[src/rtl/sram_ctrl.sv]
// Single-port SRAM access sequencer: turns req/done word or byte transfers into registered
// active-low SRAM strobes with a configurable number of access (wait-state) cycles.
module sram_ctrl #(
  parameter int unsigned ADDR_W      = 20,
  parameter int unsigned DATA_W      = 16,
  parameter int unsigned WAIT_STATES = 2
) (
  input  logic              Clk,
  input  logic              Reset,
  input  logic              req,
  input  logic              rd_wr,
  input  logic [ADDR_W-1:0] addr,
  input  logic [DATA_W-1:0] wdata,
  input  logic [1:0]        be,
  output logic              busy,
  output logic              done,
  output logic [DATA_W-1:0] rdata,
  output logic [ADDR_W-1:0] ADDR,
  output logic              CE,
  output logic              UB,
  output logic              LB,
  output logic              OE,
  output logic              WE,
  output logic [DATA_W-1:0] Data_to_SRAM,
  output logic              drive_en,
  input  logic [DATA_W-1:0] Data_from_SRAM
);

  typedef enum logic [1:0] {StIdle, StSetup, StAccess, StDone} state_e;

  localparam logic [3:0] CntLoad = 4'(WAIT_STATES - 1);

  state_e     state_q;
  logic [3:0] cnt_q;
  logic       rd_q;

  // Every output is loaded on the edge that enters the state it belongs to, so the
  // strobes are plain flops with no path from req.
  always_ff @(posedge Clk) begin
    if (!Reset) begin
      state_q      <= StIdle;
      cnt_q        <= '0;
      rd_q         <= 1'b0;
      busy         <= 1'b0;
      done         <= 1'b0;
      rdata        <= '0;
      ADDR         <= '0;
      CE           <= 1'b1;
      UB           <= 1'b1;
      LB           <= 1'b1;
      OE           <= 1'b1;
      WE           <= 1'b1;
      Data_to_SRAM <= '0;
      drive_en     <= 1'b0;
    end else begin
      done <= 1'b0;
      unique case (state_q)
        StIdle: begin
          if (req) begin
            state_q      <= StSetup;
            rd_q         <= rd_wr;
            busy         <= 1'b1;
            ADDR         <= addr;
            CE           <= 1'b0;
            UB           <= ~be[1];
            LB           <= ~be[0];
            OE           <= ~rd_wr;
            WE           <= 1'b1;
            drive_en     <= ~rd_wr;
            Data_to_SRAM <= rd_wr ? '0 : wdata;
          end
        end
        StSetup: begin
          state_q <= StAccess;
          cnt_q   <= CntLoad;
          WE      <= rd_q;
        end
        StAccess: begin
          if (cnt_q == 4'd0) begin
            state_q <= StDone;
            done    <= 1'b1;
            OE      <= 1'b1;
            WE      <= 1'b1;
            // Write data stays driven through DONE to give one cycle of hold after WE.
            if (rd_q) begin
              rdata <= Data_from_SRAM;
            end
          end else begin
            cnt_q <= cnt_q - 4'd1;
          end
        end
        StDone: begin
          state_q      <= StIdle;
          busy         <= 1'b0;
          ADDR         <= '0;
          CE           <= 1'b1;
          UB           <= 1'b1;
          LB           <= 1'b1;
          OE           <= 1'b1;
          WE           <= 1'b1;
          drive_en     <= 1'b0;
          Data_to_SRAM <= '0;
        end
        default: state_q <= StIdle;
      endcase
    end
  end

endmodule

[config.mk]
export PLATFORM = sky130hd
export DESIGN_NAME = sram_ctrl
export DESIGN_NICKNAME = d
export VERILOG_FILES = /design/src/rtl/sram_ctrl.sv
export SDC_FILE = /design/constraint.sdc
export NUM_CORES = 1
export LEC_CHECK = 0
export ABC_CLOCK_PERIOD_IN_PS = 2100
export BUFFER_PORTS_ARGS = -buffer_cell sky130_fd_sc_hd__buf_2
export CAP_MARGIN = 20
export CORE_UTILIZATION = 45
export DETAILED_ROUTE_END_ITERATION = 12
export GPL_ROUTABILITY_DRIVEN = 0
export HOLD_SLACK_MARGIN = 0.12
export PLACE_DENSITY = 0.77
export REMOVE_ABC_BUFFERS = 1
export SLEW_MARGIN = 20
export SYNTH_ARGS = -nofsm -noshare
export SYNTH_HDL_FRONTEND = slang
export SYNTH_SLANG_ARGS = --single-unit
[constraint.sdc]
create_clock -name Clk -period 2.1 [get_ports Clk]
set_input_delay 0 -clock Clk [delete_from_list [all_inputs] [get_ports Clk]]
set_output_delay 0 -clock Clk [all_outputs]
set_load 0.05 [all_outputs]
Word-level counts from Yosys, hierarchy flattened
Index checks and enable logic that the tools add are counted.
{"block": "op_classes", "eq_ne": 6, "n_mux": 24, "n_addsub": 1, "n_reduce_logical": 12, "n_bitwise": 3}
{"op": "$pmux W20 S2", "n": 1}
{"op": "$mux W16", "n": 2}
{"op": "$pmux W16 S2", "n": 1}
{"op": "$mux W20", "n": 1}
{"op": "$pmux W1 S2", "n": 5}
{"op": "$reduce_and A2 Y1", "n": 5}
{"op": "$pmux W2 S4", "n": 1}
{"op": "$pmux W4 S2", "n": 1}
{"op": "$mux W1", "n": 7}
{"op": "$ne A2 B2 Y1 const B", "n": 3}
{"op": "$reduce_and A3 Y1", "n": 2}
{"op": "$eq A2 B2 Y1 const B", "n": 2}
{"op": "$logic_not A4 Y1", "n": 1}
{"op": "$mux W2", "n": 2}
{"op": "$mux W4", "n": 1}
{"op": "$pmux W1 S4", "n": 1}
{"op": "$reduce_bool A2 Y1", "n": 2}
{"op": "$sub A4 B1 Y4 const B", "n": 1}
{"op": "$not A1 Y1", "n": 3}
{"op": "$pmux W1 S3", "n": 1}
{"op": "$reduce_bool A3 Y1", "n": 1}
{"op": "$eq A2 B1 Y1 const B", "n": 1}
{"op": "$logic_not A2 Y1", "n": 1}
{"block": "totals", "ff_bits": 67}

Longest topological paths before layout
{"block": "depth", "ltp_word": 3, "depth_mapped": 8, "ltp_nobuf": 6}

Worst setup path before layout
Ideal clock, no wire load.
{"block": "synth_path", "path_type": "register to register", "from": "register cnt_q[0]", "to": "register OE", "slack_ns": 0.572, "path_stages_with_launch": 7, "n_path_buf": 0, "arrival_ns": 1.397, "path_cell_list": "dfxtp_1 > inv_1 > ha_1 > or3b_4 > a21oi_4 > and4_1 > o21ai_1"}
{"block": "synth_via", "elab_chain_cells": 3}
{"item": "start, declared", "line": "34", "rtl": "logic [3:0] cnt_q;"}
{"item": "start signal, assigned", "line": "75", "rtl": "cnt_q <= CntLoad;"}
{"item": "start signal, assigned", "line": "89", "rtl": "cnt_q <= cnt_q - 4'd1;"}
{"item": "$logic_not A4 Y1", "line": "79", "rtl": "if (cnt_q == 4'd0) begin"}
{"item": "$ne A2 B2 Y1 (no source line)"}
{"item": "$reduce_and A3 Y1 (no source line)"}
{"item": "end signal, assigned", "line": "67", "rtl": "OE <= ~rd_wr;"}
{"item": "end, declared", "line": "22", "rtl": "output logic OE,"}
Every way passes these cells.
A chain may end at the register's enable or synchronous reset.

Worst setup path in the final report
{"block": "layout_path", "from": "register state_q[0]", "to": "register ADDR[10]"}
{"block": "layout_via", "elab_chain_cells": 3}
{"item": "start, declared", "line": "33", "rtl": "state_e state_q;"}
{"item": "start signal, assigned", "line": "41", "rtl": "state_q <= StIdle;"}
{"item": "start signal, assigned", "line": "60", "rtl": "state_q <= StSetup;"}
{"item": "start signal, assigned", "line": "74", "rtl": "state_q <= StAccess;"}
{"item": "$eq A2 B2 Y1 / $logic_not A2 Y1 (equally long branches)", "line": "57", "rtl": "unique case (state_q)"}
{"item": "$reduce_bool A2 Y1 (no source line) / $ne A2 B2 Y1 (equally long branches)"}
{"item": "$reduce_and A2 Y1 (no source line)"}
{"item": "end signal, assigned", "line": "63", "rtl": "ADDR <= addr;"}
{"item": "end, declared", "line": "18", "rtl": "output logic [ADDR_W-1:0] ADDR,"}
Parallel ways exist; a longest one is shown, timed or not.

==> flow_results.org <==
** Synthesis
- Counting flops with an async set or reset pin after synthesis yields a share of 0%.
- Cell types with the largest area share after synthesis :: dfxtp_1, a22oi_1, nor2b_1
- Largest area contributor in the synthesized netlist :: dfxtp_1
- In the synthesized netlist the dominant register cell turns out to be dfxtp_1.
- Post-synthesis cell area :: 2584 µm²
- Counting every instance in the synthesized netlist gives 268.
- Yosys warning count :: 0
- The netlist uses 37 different library cells.
- For this run, the register share of the synthesized area comes to 51.91%.
- Proportion of netlist area held by the largest area contributor :: between 50% and 60%
- Dividing the synthesized area by the synthesized cell count gives 9.641 µm².
- In this run, synthesis inferred 0 flip-flops with an integrated enable.
- Flops & latches, synth :: 67

** Setup path
- The worst register-to-register path has a depth of 7.
- Max FO, Critical Path :: 29
- The endpoint identified for the worst register-to-register timing path is ADDR[10].
- Worst flop-to-flop path startpoint :: state_q[0]
- CP Launch Type :: flip-flop
- For the worst setup path, the data required time is about 2400 ps.
- Flop2flop setup slack :: approximately 370 ps
- Crit end category :: flip-flop
- Worst EP arrival :: 1990 ps
- Crit Path Class :: reg2reg

** Floorplanning
- The initial utilization of the core area, before any placement, comes to a little under half.
- In this run the horizontal extent of the chip is 77.78 µm.
- During I/O placement, the number of pins put on the boundary was approximately 120.
- Cell row count :: 27
- Die outline height :: ~78 µm
- The floorplan step defined a core boundary enclosing 5507 µm².
- Full die area :: around 6000 µm²

** Final layout
- Compared with the post-synthesis result, the final layout area differs by 55.40%.
- Post-route standard cell area excluding fillers :: about 4000 µm²
- The final layout contains 505 nets.
- The library cell used most frequently in the layout, excluding fill and tap cells, is buf_2.
- At the end of the flow the core is filled with cells to about 73%.
- Once layout is complete, the cells apart from fillers number 518.
- Number of fill cells :: ~400
- Commonest cells after routing, fill and taps aside :: buf_2, dfxtp_1, dlygate4sd3_1
- Cells with a size suffix above 1 make up 32.74% of the layout.
- Antenna Diode Count :: 0

** Worst hold path
- Number of cells traversed by the worst hold path :: 2
- Min-delay worst type :: in2reg
- The worst hold path terminates at OE.
- Worst hold start :: Reset

** Timing
- After layout, the worst path uses 82.26% of the clock period.
- Headroom to the max-slew limit came out at 65.00%.
- Counting I/O delays and the setup requirement, the final critical path takes approximately 1700 ps.
- Worst-margin pin slew :: 525.0 ps
- Total setup violations reported at the end of the flow :: 0
- Hold is met by 129.7 ps.
- The number of slew-limit violations in the final report came to 0.
- Setup tns final :: 0 ps
- In the post-route analysis, the smallest setup slack over all paths is 372.4 ps.
- Setup repair after global routing left no endpoint under its margin.
- Clock skew on the completed layout was measured at between 7 and 8 ps.
- Hold violation count in the final report :: 0
- Highest attainable clock frequency :: around 0.58 GHz

** Power and ir drop
- For this design the static power due to leakage is about 1.8 nW.
- Design Power :: between 4 and 5 mW
- Worst IR drop on VDD :: 602.3 µV
- Dividing total power by cell area gives a power density of 1130 nW/µm².

** Global route
- Number of global-route vias before repair :: 2372
- The initial antenna violation count is 0.
- Global route overflow :: 0
- Global-route wire length before repair :: 10.59 mm
- Largest net degree at the start of global routing :: 35
- Global routing used around 22% of the available tracks.

** Clocking
- The tree is rooted in a clkbuf_8.
- Clk sinks :: 67
- Deepest clock path buffer count :: 2
- The H-tree generated during clock tree synthesis spans 3 levels.
- TritonCTS clock tree :: done
- Worst skew pair latency :: 330 ps
- Post-CTS repair changed the size of 0 cells.
- Clock-pin slew on the worst setup and hold paths :: about 70 ps
- Cts bufs inserted :: 9

** Run status
- The flow ran to the end, and the final reports show no timing, DRC or antenna violations.

** Routing
- For this block, the routed nets add up to 6.489 mm of wire.
- Post-route antenna net violation count :: 0
- Count of routing violations after the opening detailed-route iteration :: 137
- Vias/cell :: ~4.8
- For this run, design rule violations remaining after detail routing come to 0.
- Before antenna repair, the detailed router went through 4 iterations.
- Routed wire per std cell :: roughly 13 µm
- Via count :: 2497

** Placed design
- Detailed placement finished with a half-perimeter wire length of between 3 and 4 mm.
- After detailed placement, the total cell area comes to between 3000 and 4000 µm².
- The number of placed instances, taps included, is 445.
- Number of port buffers :: around 120
- Post-Place Setup Slack :: 400.3 ps

** Run
- Number of maximum-capacitance violations :: 0
## registers in the layout (all words and copies together), names as in the netlist
signal	flops
WE	1
drive_en	1
cnt_q	4
LB	1
rdata	16
rd_q	1
Data_to_SRAM	16
OE	1
ADDR	20
busy	1
UB	1
CE	1
state_q	2
done	1
## layout make-up
type / instances / area, µm² / area share [%]
clock buffer: 12 / 155.1 / 3.864
multi-input combinational: 176 / 1125 / 28.01
tap: 72 / 90.09 / 2.244
timing repair buffer: 181 / 1209 / 30.10
clock inverter: 4 / 72.57 / 1.807
sequential: 67 / 1341 / 33.41
inverter: 6 / 22.52 / 0.5609
## timing repair
item,CTS,global route
endpoints found under the hold margin,57,0
hold buffers,57,0
buffers inserted,0,0
## cell usage after synthesis (5+ instances only)
cell	n
buf_2	6
nand2_1	22
nor2_1	5
inv_1	6
o21ai_0	12
a22oi_1	36
nor2b_1	40
dfxtp_1	67
ha_1	6
o21ai_1	8
clkbuf_1	8
nand3_1	20
## worst max-delay path, stage by stage, from the launching register on
cell and delay [ps]:
dfxtp_1 380, inv_1 100, ha_1 270, nand2_2 150, o21a_1 170, buf_4 300
a22oi_1 140, nor2b_1 150
## worst max path at each step
stage / start / end / slack [ps]
3_3_place_gp: state_q[0] / ADDR[4] / 470
2_1_floorplan: state_q[0] / ADDR[0] / 210
3_5_place_dp: state_q[0] / ADDR[4] / 400
4_1_cts: state_q[0] / ADDR[4] / 370
6_report: state_q[0] / ADDR[10] / 370
5_1_grt: state_q[1] / Data_to_SRAM[13] / 140
## per-layer routing
metal | GRT usage, % | up-vias | routed length [µm]
li1 | - | 1275 | -
met1 | 25.57 | 1128 | 2803
met2 | 39.03 | 82 | 3203
met3 | 5.529 | 12 | 357
met4 | 10.19 | 0 | 124
met5 | 0 | - | 0
## report_power, final
group / internal (mW) / leakage [nW] / total [mW] / switching [mW]
registers: 1.47 / 0.546 / 1.57 / 0.105
logic: 0.586 / 1.15 / 1.77 / 1.18
clock network: 0.732 / 0.113 / 1.20 / 0.465
total: 2.78 / 1.81 / 4.54 / 1.75
## cells by family after synthesis
| kind of cell | Yosys count | synth area share (%) |
|---|---|---|
| AO/OA/AOI/OAI | 68 | 18.06 |
| buffers and inverters | 25 | 4.552 |
| flip-flops | 67 | 51.91 |
| XOR/XNOR | 1 | 0.3390 |
| multiplexers | 1 | 0.3874 |
| AND/OR/NAND/NOR | 100 | 21.84 |
| adder cells (fa/ha/maj) | 6 | 2.905 |
Note: power is estimated with default switching activity, not from simulation.
